--- config.mk ---
export PLATFORM = sky130hd
export DESIGN_NAME = uart_tx_fifo
export DESIGN_NICKNAME = d
export VERILOG_FILES = /design/src/rtl/uart_tx_fifo.sv
export SDC_FILE = /design/constraint.sdc
export NUM_CORES = 1
export LEC_CHECK = 0
export CELL_PAD_IN_SITES_DETAIL_PLACEMENT = 1
export CELL_PAD_IN_SITES_GLOBAL_PLACEMENT = 1
export CORE_MARGIN = 5
export CORE_UTILIZATION = 52
export DETAILED_ROUTE_END_ITERATION = 10
export PLACE_DENSITY = 0.76
export SLEW_MARGIN = 0
export SYNTH_ARGS = -nofsm -noshare
export SYNTH_HDL_FRONTEND = slang
export SYNTH_SLANG_ARGS = --single-unit
--- constraint.sdc ---
create_clock -name clk -period 3.3 [get_ports clk]
set_input_delay 0.495 -clock clk [delete_from_list [all_inputs] [get_ports clk]]
set_output_delay 0.495 -clock clk [all_outputs]
set_load 0.05 [all_outputs]
--- src/rtl/uart_tx_fifo.sv ---
// uart_tx_fifo
//   Byte FIFO that sits between the character sequencer and the uart_tx
//   serializer. Upstream pushes bytes with wr_valid/wr_ready; downstream the
//   block issues one registered tx_send pulse per byte. It waits for the
//   serializer to go busy and then idle again. It then inserts GAP_CYCLES
//   idle clocks before offering the next byte.
//
//   Optional build macro: UART_TX_FIFO_STATUS_EN
//     Adds the level / overflow / ovf_clr status ports.
//     When the macro is undefined, bytes pushed while the FIFO is full are dropped silently.
`timescale 1ns/1ps

module uart_tx_fifo #(
    parameter int DEPTH      = 16,
    parameter int ADDR_W     = $clog2(DEPTH),
    parameter int GAP_CYCLES = 10
) (
    input  logic              clk,
    input  logic              reset_n,
    input  logic [7:0]        wr_data,
    input  logic              wr_valid,
    output logic              wr_ready,
    input  logic              tx_ready,
    output logic              tx_send,
    output logic [7:0]        tx_data,
    output logic              empty,
    output logic              full
`ifdef UART_TX_FIFO_STATUS_EN
    ,
    output logic [ADDR_W:0]   level,
    output logic              overflow,
    input  logic              ovf_clr
`endif
);

    // Gap counter must hold GAP_CYCLES; keep at least one bit when the gap is 0 or 1.
    localparam int GAP_W = (GAP_CYCLES < 2) ? 1 : $clog2(GAP_CYCLES + 1);

    localparam logic [GAP_W-1:0]  GAP_LOAD = GAP_W'(GAP_CYCLES);
    localparam logic [GAP_W-1:0]  GAP_ONE  = GAP_W'(1);
    localparam logic [GAP_W-1:0]  GAP_ZERO = GAP_W'(0);
    localparam logic [ADDR_W:0]   CNT_FULL = (ADDR_W + 1)'(DEPTH);
    localparam logic [ADDR_W:0]   CNT_ONE  = (ADDR_W + 1)'(1);
    localparam logic [ADDR_W:0]   CNT_ZERO = (ADDR_W + 1)'(0);
    localparam logic [ADDR_W-1:0] PTR_ONE  = ADDR_W'(1);
    localparam logic [ADDR_W-1:0] PTR_ZERO = ADDR_W'(0);

    // Sender FSM states
    localparam logic [1:0] ST_IDLE      = 2'd0;
    localparam logic [1:0] ST_WAIT_BUSY = 2'd1;
    localparam logic [1:0] ST_WAIT_DONE = 2'd2;
    localparam logic [1:0] ST_GAP       = 2'd3;

    logic [7:0]        mem_r [DEPTH];
    logic [ADDR_W-1:0] wr_ptr_r;
    logic [ADDR_W-1:0] rd_ptr_r;
    logic [ADDR_W:0]   count_r;
    logic [ADDR_W:0]   count_nxt_s;
    logic [1:0]        state_r;
    logic [1:0]        state_nxt_s;
    logic [GAP_W-1:0]  gap_cnt_r;
    logic [GAP_W-1:0]  gap_nxt_s;
    logic              tx_send_r;
    logic [7:0]        tx_data_r;
    logic              full_s;
    logic              empty_s;
    logic              push_s;
    logic              pop_s;

    assign full_s   = (count_r == CNT_FULL);
    assign empty_s  = (count_r == CNT_ZERO);
    assign wr_ready = ~full_s;
    assign full     = full_s;
    assign empty    = empty_s;
    assign tx_send  = tx_send_r;
    assign tx_data  = tx_data_r;

    // A push is taken only when there is room, even if a pop frees a slot on the same edge.
    assign push_s = wr_valid & ~full_s;
    // Bytes leave only from IDLE, so each send is separated by a full busy/idle/gap cycle.
    assign pop_s  = (state_r == ST_IDLE) & ~empty_s & tx_ready;

    // Storage array: written on accepted pushes, not reset (contents are don't-care when empty).
    always_ff @(posedge clk) begin
        if (push_s) begin
            mem_r[wr_ptr_r] <= wr_data;
        end
    end

    // Occupancy: push and pop on the same edge cancel out.
    always_comb begin
        count_nxt_s = count_r;
        case ({push_s, pop_s})
            2'b10:   count_nxt_s = count_r + CNT_ONE;
            2'b01:   count_nxt_s = count_r - CNT_ONE;
            default: count_nxt_s = count_r;
        endcase
    end

    // Sender FSM next-state and gap counter.
    always_comb begin
        state_nxt_s = state_r;
        gap_nxt_s   = gap_cnt_r;
        case (state_r)
            ST_IDLE: begin
                if (pop_s) begin
                    state_nxt_s = ST_WAIT_BUSY;
                end else begin
                    state_nxt_s = ST_IDLE;
                end
            end
            ST_WAIT_BUSY: begin
                // Serializer dropping ready means it has taken the byte.
                if (!tx_ready) begin
                    state_nxt_s = ST_WAIT_DONE;
                end else begin
                    state_nxt_s = ST_WAIT_BUSY;
                end
            end
            ST_WAIT_DONE: begin
                if (tx_ready) begin
                    if (GAP_CYCLES == 0) begin
                        state_nxt_s = ST_IDLE;
                    end else begin
                        state_nxt_s = ST_GAP;
                        gap_nxt_s   = GAP_LOAD;
                    end
                end else begin
                    state_nxt_s = ST_WAIT_DONE;
                end
            end
            ST_GAP: begin
                // The edge that sees gap_cnt==1 is the last gap clock.
                if (gap_cnt_r <= GAP_ONE) begin
                    state_nxt_s = ST_IDLE;
                    gap_nxt_s   = GAP_ZERO;
                end else begin
                    state_nxt_s = ST_GAP;
                    gap_nxt_s   = gap_cnt_r - GAP_ONE;
                end
            end
            default: begin
                state_nxt_s = ST_IDLE;
                gap_nxt_s   = GAP_ZERO;
            end
        endcase
    end

    // Pointers, count, FSM and the registered serializer outputs.
    always_ff @(posedge clk or negedge reset_n) begin
        if (!reset_n) begin
            wr_ptr_r  <= PTR_ZERO;
            rd_ptr_r  <= PTR_ZERO;
            count_r   <= CNT_ZERO;
            state_r   <= ST_IDLE;
            gap_cnt_r <= GAP_ZERO;
            tx_send_r <= 1'b0;
            tx_data_r <= 8'h00;
        end else begin
            count_r   <= count_nxt_s;
            state_r   <= state_nxt_s;
            gap_cnt_r <= gap_nxt_s;
            tx_send_r <= pop_s;
            if (push_s) begin
                wr_ptr_r <= wr_ptr_r + PTR_ONE;
            end else begin
                wr_ptr_r <= wr_ptr_r;
            end
            if (pop_s) begin
                rd_ptr_r  <= rd_ptr_r + PTR_ONE;
                tx_data_r <= mem_r[rd_ptr_r];
            end else begin
                rd_ptr_r  <= rd_ptr_r;
                tx_data_r <= tx_data_r;
            end
        end
    end

`ifdef UART_TX_FIFO_STATUS_EN
    logic overflow_r;

    assign level    = count_r;
    assign overflow = overflow_r;

    // Sticky overflow flag; a new overflow on the clearing edge keeps it set.
    always_ff @(posedge clk or negedge reset_n) begin
        if (!reset_n) begin
            overflow_r <= 1'b0;
        end else if (wr_valid && full_s) begin
            overflow_r <= 1'b1;
        end else if (ovf_clr) begin
            overflow_r <= 1'b0;
        end else begin
            overflow_r <= overflow_r;
        end
    end
`endif

endmodule

# ---- After elaboration in Yosys (flattened, before gate mapping)
# Memory sizes are Yosys's and may differ from the RTL's. A register that Yosys moved wholly into a read port is not among the register bits.
# Cells that the tools add are included.
dict set report totals {
  ram_bits 128
  romBits 0
  ff_bits 20
  inputBits 12
  output_inout_bits 12
  latch_bits 0
  memories 1
}
dict set report op_classes {
  bitwise_logic 5
  shift 0
  magnitude_cmp 1
  div 0
  n_addsub 5
  n_eq_ne 7
  muxes 11
  reduce_logical 6
  multipliers 0
}
# memory depth width read_ports rd_clocked_by_memory_dff wr line_no
set mem_list {}
lappend mem_list {mem_r 16 8 1 1 1 54} ;# logic [7:0] mem_r [DEPTH];
# cell count
set ops {}
lappend ops {{case mux 5 bit (2 select lines)} 1}
lappend ops {{adder 4 x 1 -> 4 bit (second input constant)} 2}
lappend ops {{two-way mux 4 bit} 2}
lappend ops {{case mux 2 bit (4 select lines)} 1}
lappend ops {{case mux 4 bit (2 select lines)} 1}
lappend ops {{equality test 2 bit (second input constant)} 3}
lappend ops {{adder 5 x 1 -> 5 bit (second input constant)} 1}
lappend ops {{equality test 5 bit (second input constant)} 1}
lappend ops {{logical NOT 5 bit} 1}
lappend ops {{subtractor 5 x 1 -> 5 bit (second input constant)} 1}
lappend ops {{equality test 2 x 1 -> 1 bit (second input constant)} 2}
lappend ops {{less-or-equal comparator 4 x 1 -> 1 bit (second input constant)} 1}
lappend ops {{two-way mux 1 bit} 4}
lappend ops {{two-way mux 2 bit} 2}
lappend ops {{nonzero test 2 bit} 2}
lappend ops {{subtractor 4 x 1 -> 4 bit (second input constant)} 1}
lappend ops {{AND 1 bit} 3}
lappend ops {{logical NOT 2 bit} 1}
lappend ops {{inequality test 2 bit (second input constant)} 1}
lappend ops {{inverter 1 bit} 2}
lappend ops {{AND reduction 2 bit} 1}
lappend ops {{logical NOT 1 bit} 1}

# ---- Depth between registers and ports, before layout
# Gate-level depths: netlist of the first run.
dict set report depth {
  ltp_word 6
  mapped_depth 13
  depth_no_buf 12
}

# ---- Worst setup path after synthesis of the first run
# Ideal clock, no wire load.
dict set report synth_path {
  path_kind {register -> register}
  startpoint {register count_r[1]}
  endpoint {register count_r[4]}
  arrival_ps 3117
  required_time_ps 3177
  path_stages_with_launch 14
  setup_time_ps 123
  slack_ps 60
  path_buffers 1
  cell_sequence {dfrtp_1 -> nor4_1 -> nand2_1 -> and2_1 -> clkbuf_1 -> inv_1 -> ha_1 -> inv_1 -> fa_1 -> nor2b_1 -> o21ai_0 -> nand3_1 -> or3b_2 -> xnor2_1}
}
dict set report synth_between {
  elab_cells_between_ends 13
  classes_between {add/sub: 2; eq/ne: 3; mux: 1; bitwise: 5; reduce/logical: 2}
}
# element line_no
set synth_rtl {}
lappend synth_rtl {{start, declared} 57} ;# logic [ADDR_W:0] count_r;
lappend synth_rtl {{start signal, assigned} 160} ;# count_r <= count_nxt_s;
lappend synth_rtl {{equality test 5 bit *} 70} ;# assign full_s = (count_r == CNT_FULL);
lappend synth_rtl {{inverter 1 bit *} -}
lappend synth_rtl {{via wr_ready} 22} ;# output logic wr_ready,
lappend synth_rtl {{AND 1 bit *} 79} ;# assign push_s = wr_valid & ~full_s;
lappend synth_rtl {{equality test 2 x 1 -> 1 bit or equality test 2 bit (tied branches)} 93} ;# case ({push_s, pop_s})
lappend synth_rtl {{case mux 5 bit (2 select lines) or nonzero test 2 bit (tied branches)} -}
# The timed path passes the listed nets; every way through them passes the cells marked *.
# A chain may end at the register's enable or synchronous reset.

# ---- Final worst setup path of the first run
dict set report layout_path {
  startpoint {register count_r[0]}
  endpoint {register count_r[4]}
}
dict set report layout_between {
  elab_chain_cells 6
  elab_cells_between_ends 13
  classes_between {add/sub: 2; eq/ne: 3; mux: 1; bitwise: 5; reduce/logical: 2}
}
# element line_no
set layout_lines {}
lappend layout_lines {{logical NOT 5 bit *} 71} ;# assign empty_s = (count_r == CNT_ZERO);
lappend layout_lines {{inverter 1 bit *} 81} ;# assign pop_s = (state_r == ST_IDLE) & ~empty_s & tx_ready;
lappend layout_lines {{AND 1 bit * (2 in series)} 81}
lappend layout_lines {{via pop_s} 68} ;# logic pop_s;
lappend layout_lines {{equality test 2 x 1 -> 1 bit or equality test 2 bit (tied branches)} 93}
lappend layout_lines {{case mux 5 bit (2 select lines) or nonzero test 2 bit (tied branches)} -}
# Marked as above.

==> results of run 1 <==
-- power breakdown --
part	internal (mW)	switching (mW)
sequential	2.46	0.268
clock	1.11	0.771
combinational	0.893	1.10
total	4.46	2.14
-- layout make-up --
type / count / area (um^2) / share of cell area [%]
sequential: 156 / 4546 / 60.71
multi-input combinational: 175 / 1713 / 22.88
clock buffer: 17 / 425.4 / 5.682
timing repair buffer: 44 / 400.4 / 5.348
tap: 168 / 210.2 / 2.807
clock inverter: 15 / 143.9 / 1.922
inverter: 13 / 48.80 / 0.6517
-- registers in the layout, indices dropped and copies added, names as in the netlist --
| register | flops |
|---|---|
| count_r | 5 |
| mem_r | 128 |
| tx_data | 8 |
| tx_send | 1 |
| gap_cnt_r | 4 |
| rd_ptr_r | 4 |
| wr_ptr_r | 4 |
| state_r | 2 |
-- cells in the final DEF, fill, tap and decap left out, types with 11 or more instances in the layout --
| cell type | count |
|---|---|
| mux4_1 | 17 |
| ha_1 | 11 |
| buf_4 | 20 |
| clkbuf_16 | 17 |
| mux4_2 | 15 |
| nor2_1 | 16 |
| clkdlybuf4s50_1 | 23 |
| edfxtp_1 | 128 |
| o21ai_0 | 12 |
| o21ai_1 | 11 |
| nand2_1 | 34 |
| inv_1 | 12 |
| dfrtp_1 | 27 |
-- metal layers --
metal  wire (um)  track usage, %  part of all wire (%)
met5           0               0                     0
met4         125           5.462                  0.97
met3         486           4.709                   3.8
met2        6554           31.30                    51
met1        5758           26.27                    45
-- critical path, delay by kind of cell, from the launching register on --
family	cells	cell delay [ns]
fa+ha+maj	2	0.66
simple gates	6	1.38
buf+inv	2	0.19
flops	1	0.44
compound gates	1	0.12
xor+xnor	1	0.13
-- worst max path at each step --
stage | from | endpoint | slack [ns]
3_5_place_dp | tx_ready | count_r[4] | -0.03
2_1_floorplan | count_r[1] | count_r[4] | 0.06
6_report | count_r[0] | count_r[4] | 0.28
4_1_cts | count_r[0] | count_r[4] | 0.21
5_1_grt | count_r[1] | count_r[4] | -0.002
3_3_place_gp | tx_ready | count_r[4] | 0.11
-- metrics by stage --
| stage | instances | total power [mW] |
|---|---|---|
| 6_report | 588 | 6.597 |
| 5_1_grt | 588 | 6.946 |
| 4_1_cts | 588 | 6.676 |
| 3_5_place_dp | 556 | 4.747 |
| 3_3_place_gp | 556 | 4.646 |
| 2_1_floorplan | 364 | 4.185 |
-- kinds of logic (layout without fill, tap and decap cells) --
| family | after synthesis | in the layout | synth area share [%] |
|---|---|---|---|
| adders and majority gates | 12 | 12 | 2.445 |
| buffers and inverters | 33 | 89 | 3.047 |
| DFF | 156 | 156 | 70.48 |
| muxes | 48 | 48 | 14.81 |
| and+or+nand+nor | 70 | 70 | 4.813 |
| xor gates and xnor gates | 10 | 10 | 1.359 |
| AOI/OAI and AO/OA | 35 | 35 | 3.047 |
==> out/metrics.csv, run 1 <==
stage,metric,value,unit
outcome,status,"complete, no violations",
sta,finalSetupTns,0,ns
worst_setup_path,crit_arrival,3.32,ns
drt,routed_wl,12930,um
global_routing,grt_max_degree,36,
cells_and_area,fin_area,0.007487,mm^2
sta,min_period_over_period,91.49,%
synthesis,ys_ff_latch,156,
floorplanning,die_area,0.01473,mm^2
cts,htreeDepth,4,
drt,detail-route-antenna-nets,0,
global_routing,grt_antenna_before_repair,0,
cts,holdBufCountCts,0,
placement,dpl_cell_area,0.006912,mm^2
floorplanning,rows,40,
synthesis,synth_seq_area_share,70.48,%
cells_and_area,syn2layout_area_growth,16.13,%
global_routing,globalRouteOverflowTotal,0,
sta,hold_violations,0,
synthesis,synthFlopType,edfxtp_1,
worst_setup_path,regToRegSetupSlack,0.28,ns
power_and_ir_drop,p_leak,2.657,nW
cells_and_area,fin_util,62.07,%
placement,gp_congestion,0.7907,
worst_setup_path,path_cells,nor4_2 -> and2b_1 -> or3_1 -> inv_2 -> ha_1 -> inv_1 -> fa_1 -> nor2b_1 -> o21ai_0 -> nand3_1 -> or3b_2 -> xnor2_1,
sta,tightestPinTransition,0.8634,ns
cells_and_area,drive_gt1_share,18.33,%
cts,cts-root-buf,clkbuf_16,
drt,drtIter0Drc,192,
cts,cts.sinks,156,
cts,clock_latency,0.42,ns
synthesis,synth_area_leaders,"edfxtp_1 (60%), dfrtp_1 (11%), mux4_1 (6.9%)",
sta,relSlewSlack,42.23,%
drt,post_drt_wl_per_cell,21.98,um
worst_setup_path,reg2reg_to,count_r[4],
cts,clk_pin_slew_worst_paths,0.06,ns
worst_hold_path,hold_class,in2async,
synthesis,yosys_warnings,0,
floorplanning,die_y,121.4,um
sta,period_needed,3.019,ns
cells_and_area,diodes,0,
synthesis,synthesis.nets,388,
drt,first_pass_iters,4,
cells_and_area,fillers,1065,
synthesis,synthTopCellsByCount,"edfxtp_1 (128), nand2_1 (34), dfrtp_1 (28)",
global_routing,grtUsageTotal,19.33,%
worst_setup_path,crit_path_end_kind,flop,
power_and_ir_drop,powerDensity,881.1,mW/mm^2
cells_and_area,layout.nets,431,
worst_setup_path,cp_slowest_cell,or3b_2,
sta,final_max_slew_viol_count,0,
synthesis,yosys.area.top_type,edfxtp_1,
sta,fmax,331.2,MHz
worst_setup_path,critPathMaxFanout,4,
synthesis,synthDistinctLibCells,41,
synthesis,synthArstFlopShare,17.95,%
flow_run,maxCapViolCount,0,
floorplanning,core_area,0.01206,mm^2
sta,setup_viol,0,
worst_setup_path,reg2reg_depth,12,
cts,cts_setup_buffers,0,
synthesis,postSynthAreaPerCell,17.71,um^2
placement,dp.final_hpwl,8391,um
drt,drc,0,
worst_setup_path,regToRegStartpoint,count_r[0],
sta,skew,0.008636,ns
cts,cts_resized,0,
synthesis,synth_edf_count,128,
power_and_ir_drop,peakVddDrop,0.4655,mV
synthesis,netlist_area,0.006447,mm^2
cts,cts_tree,done,
floorplanning,initial_core_util,53.45,%
floorplanning,ios,24,
worst_setup_path,worstSetupStartpointType,flop,
global_routing,grt_pass1_vias,3483,
worst_setup_path,required,3.60,ns
synthesis,synth_top_cell_area_share,59.62,%
cts,cts_buffers,17,
synthesis,synth_most_common_cell,edfxtp_1,
drt,num_vias,3279,
cts,clock_path_buffers,2,
sta,setup_ws,0.2808,ns
placement,io_buffers,23,
worst_setup_path,max_stage_delay,0.46,ns
floorplanning,die_w,121.4,um
global_routing,grt_pass1_wl,20770,um
placement,pre_cts_ws,-0.02787,ns
worst_setup_path,worstSetupPathType,reg2reg,
drt,via_per_inst,5.577,
synthesis,synth_cells,364,
sta,fin_hold_ws,0.4619,ns
Power figures use the tool's default switching activity.
==> inputs of run 2 (changes only) <==
Settings changed: PLACE_DENSITY 0.76 to 0.77.
==> run 2 against run 1 <==
  * Combinational power is 4% lower
  * Fmax is 0.97% lower
  * Worst hold slack better by 0.010 ns
  * Clock power is 4% lower
  * Critical path depth is 1 lower
  * Cell count is 0.34% higher
  * Via count is 0.73% higher
  * Final area is 0.13% lower
  * Die area stayed put
  * Clock-buffer cell count is 2 higher
  * Wire length is 0.30% lower
  * Critical endpoint unchanged
  * Highest routed layer unchanged
==> out/metrics.csv, run 2 (synthesized netlist as in run 1, its figures left out) <==
stage,metric,value,unit,change
global_routing,grt_max_degree,21,,-42%
outcome,status,"complete, no violations",,
cts,clk_pin_slew_worst_paths,0.06,ns,about the same
drt,drtIter0Drc,194,,+1.0%
floorplanning,rows,40,,unchanged
drt,first_pass_iters,5,,+1
cts,cts_setup_buffers,0,,unchanged
placement,dpl_cell_area,0.006927,mm^2,+0.22%
cts,clock_path_buffers,2,,unchanged
power_and_ir_drop,netSwitchingFraction,32.62,%,+0.25 points
drt,detail-route-antenna-nets,0,,unchanged
floorplanning,initial_core_util,53.45,%,unchanged
power_and_ir_drop,p_leak,2.658,nW,about the same
drt,via_per_inst,5.598,,+0.39%
cells_and_area,multiInputGateArea,0.001707,mm^2,-0.36%
worst_setup_path,reg2reg_depth,11,,-1
power_and_ir_drop,peakVddDrop,0.4306,mV,-7.5%
flow_run,maxCapViolCount,0,,unchanged
sta,relSlewSlack,38.99,%,-3.2 points
cells_and_area,fin_util,61.99,%,-0.083 points
global_routing,grt_pass1_wl,20380,um,-1.9%
sta,setup_viol,0,,unchanged
cells_and_area,syn2layout_area_growth,15.97,%,
worst_setup_path,crit_path_end_kind,flop,,
power_and_ir_drop,powerDensity,873.8,mW/mm^2,-0.82%
cells_and_area,fin_area,0.007477,mm^2,-0.13%
worst_setup_path,worstSetupPathType,reg2reg,,
worst_hold_path,hold_class,in2async,,
drt,num_vias,3303,,+0.73%
cells_and_area,final_common_cell,edfxtp_1,,
placement,io_buffers,23,,unchanged
power_and_ir_drop,p_clk_share,27.7,%,-0.8 points
cts,cts_tree,done,,
cells_and_area,largest_reg_flops,128,,unchanged
sta,tightestPinTransition,0.9152,ns,+0.05180 ns
power_and_ir_drop,p_sw,2.131,mW,-0.19%
cells_and_area,final_cell_mix,"edfxtp_1 (128), nand2_1 (34), dfrtp_1 (27)",,
cells_and_area,fillers,1061,,-0.38%
power_and_ir_drop,sequentialPowerShare,42.9,%,+1.6 points
sta,final_max_slew_viol_count,0,,unchanged
cells_and_area,diodes,0,,unchanged
floorplanning,ios,24,,unchanged
sta,fmax,328.0,MHz,-0.97%
worst_setup_path,critPathCapture,count_r[4],,
cells_and_area,top_register,mem_r,,
cells_and_area,drive_gt1_share,18.25,%,-0.087 points
sta,min_period_over_period,92.39,%,+0.89 points
sta,fin_hold_ws,0.4722,ns,+0.01029 ns
cts,holdBufCountCts,0,,unchanged
placement,dp.final_hpwl,8922,um,+6.3%
sta,period_needed,3.049,ns,+0.02952 ns
worst_setup_path,worstSetupStartpointType,flop,,
worst_setup_path,crit_arrival,3.35,ns,+0.03 ns
drt,drc,0,,unchanged
cells_and_area,regArea,0.004546,mm^2,unchanged
power_and_ir_drop,internal-power,4.402,mW,-1.3%
floorplanning,die_w,121.4,um,unchanged
cts,cts.sinks,156,,unchanged
drt,post_drt_wl_per_cell,21.84,um,-0.64%
global_routing,grt_antenna_before_repair,0,,unchanged
global_routing,grt_pass1_vias,3555,,+2.1%
worst_setup_path,regToRegStartpoint,count_r[0],,
cts,cts-root-buf,clkbuf_16,,
worst_setup_path,critPathMaxFanout,4,,unchanged
sta,hold_violations,0,,unchanged
drt,routed_wl,12890,um,-0.30%
power_and_ir_drop,power_frac_comb,29.4,%,-0.8 points
floorplanning,die_y,121.4,um,unchanged
floorplanning,core_area,0.01206,mm^2,unchanged
sta,skew,0.006478,ns,-0.002158 ns
worst_setup_path,reg2reg_to,count_r[4],,
worst_setup_path,regToRegSetupSlack,0.25,ns,-0.03 ns
cts,htreeDepth,4,,unchanged
worst_setup_path,required,3.60,ns,about the same
cts,cts_buffers,17,,unchanged
global_routing,globalRouteOverflowTotal,0,,unchanged
floorplanning,die_area,0.01473,mm^2,unchanged
cells_and_area,layout.nets,433,,+0.46%
power_and_ir_drop,total_power,6.534,mW,-0.96%
cts,clock_latency,0.42,ns,about the same
sta,grt_setup_unrepaired,no,,
worst_setup_path,crit_start,count_r[0],,
cts,cts_resized,0,,unchanged
global_routing,grtUsageTotal,19.26,%,-0.070 points
placement,gp_congestion,0.7082,,-10%
-- run 2: critical path: stages (launching register included) --
cell,delay (ns)
dfrtp_1,0.42
nor4_1,0.39
and2b_1,0.23
or3_1,0.15
inv_2,0.04
ha_1,0.22
ha_1,0.34
nor2b_1,0.15
o21ai_0,0.27
a21oi_1,0.11
or3b_2,0.46
xnor2_1,0.14
-- run 2: final cells by class --
cell class | instances | area share, %
clock buffers | 19 | 5.790
clock inverters | 13 | 1.573
inverters | 13 | 0.6526
multi-input cells | 175 | 22.82
flip-flops and latches | 156 | 60.79
well taps | 168 | 2.811
repair buffers | 46 | 5.556
-- run 2: worst min path at each step --
stage / from / end / slack [ns] / cells after the start
after detailed placement: tx_data[7] / tx_data[7] / 0.47 / 2
final: reset_n / gap_cnt_r[1] / 0.47 / 1
after CTS: reset_n / gap_cnt_r[1] / 0.46 / 1
after global routing: reset_n / gap_cnt_r[1] / 0.52 / 1
after floorplan: reset_n / count_r[0] / 0.20 / 0
after global placement: tx_data[7] / tx_data[7] / 0.47 / 2
-- run 2: per-stage QoR --
step / TNS, ns / instances / worst slack, ns
2_1_floorplan: 0 / 364 / 0.06039
3_3_place_gp: 0 / 558 / 0.1034
3_5_place_dp: -0.06311 / 558 / -0.06311
4_1_cts: 0 / 590 / 0.2521
5_1_grt: 0 / 590 / 0.04215
6_report: 0 / 590 / 0.2513
-- run 2: layer usage --
metal  share of wire, %  up-vias  wire (um)  global-route usage [%]
met5                  0        -          0                       0
met4                1.1        0        140                   6.723
met3                2.5       13        324                   4.522
met2                 52       58       6639                   32.44
met1                 45     1729       5782                   24.57
li1                   -     1503          -                       -
-- run 2: power by group through the flow --
stage	sequential, mW	clock, mW	combinational (mW)
2_1_floorplan	2.77	0	1.41
3_3_place_gp	2.82	0	1.85
3_5_place_dp	2.84	0	1.93
4_1_cts	2.81	1.84	1.94
5_1_grt	2.85	1.95	2.07
6_report	2.80	1.81	1.92
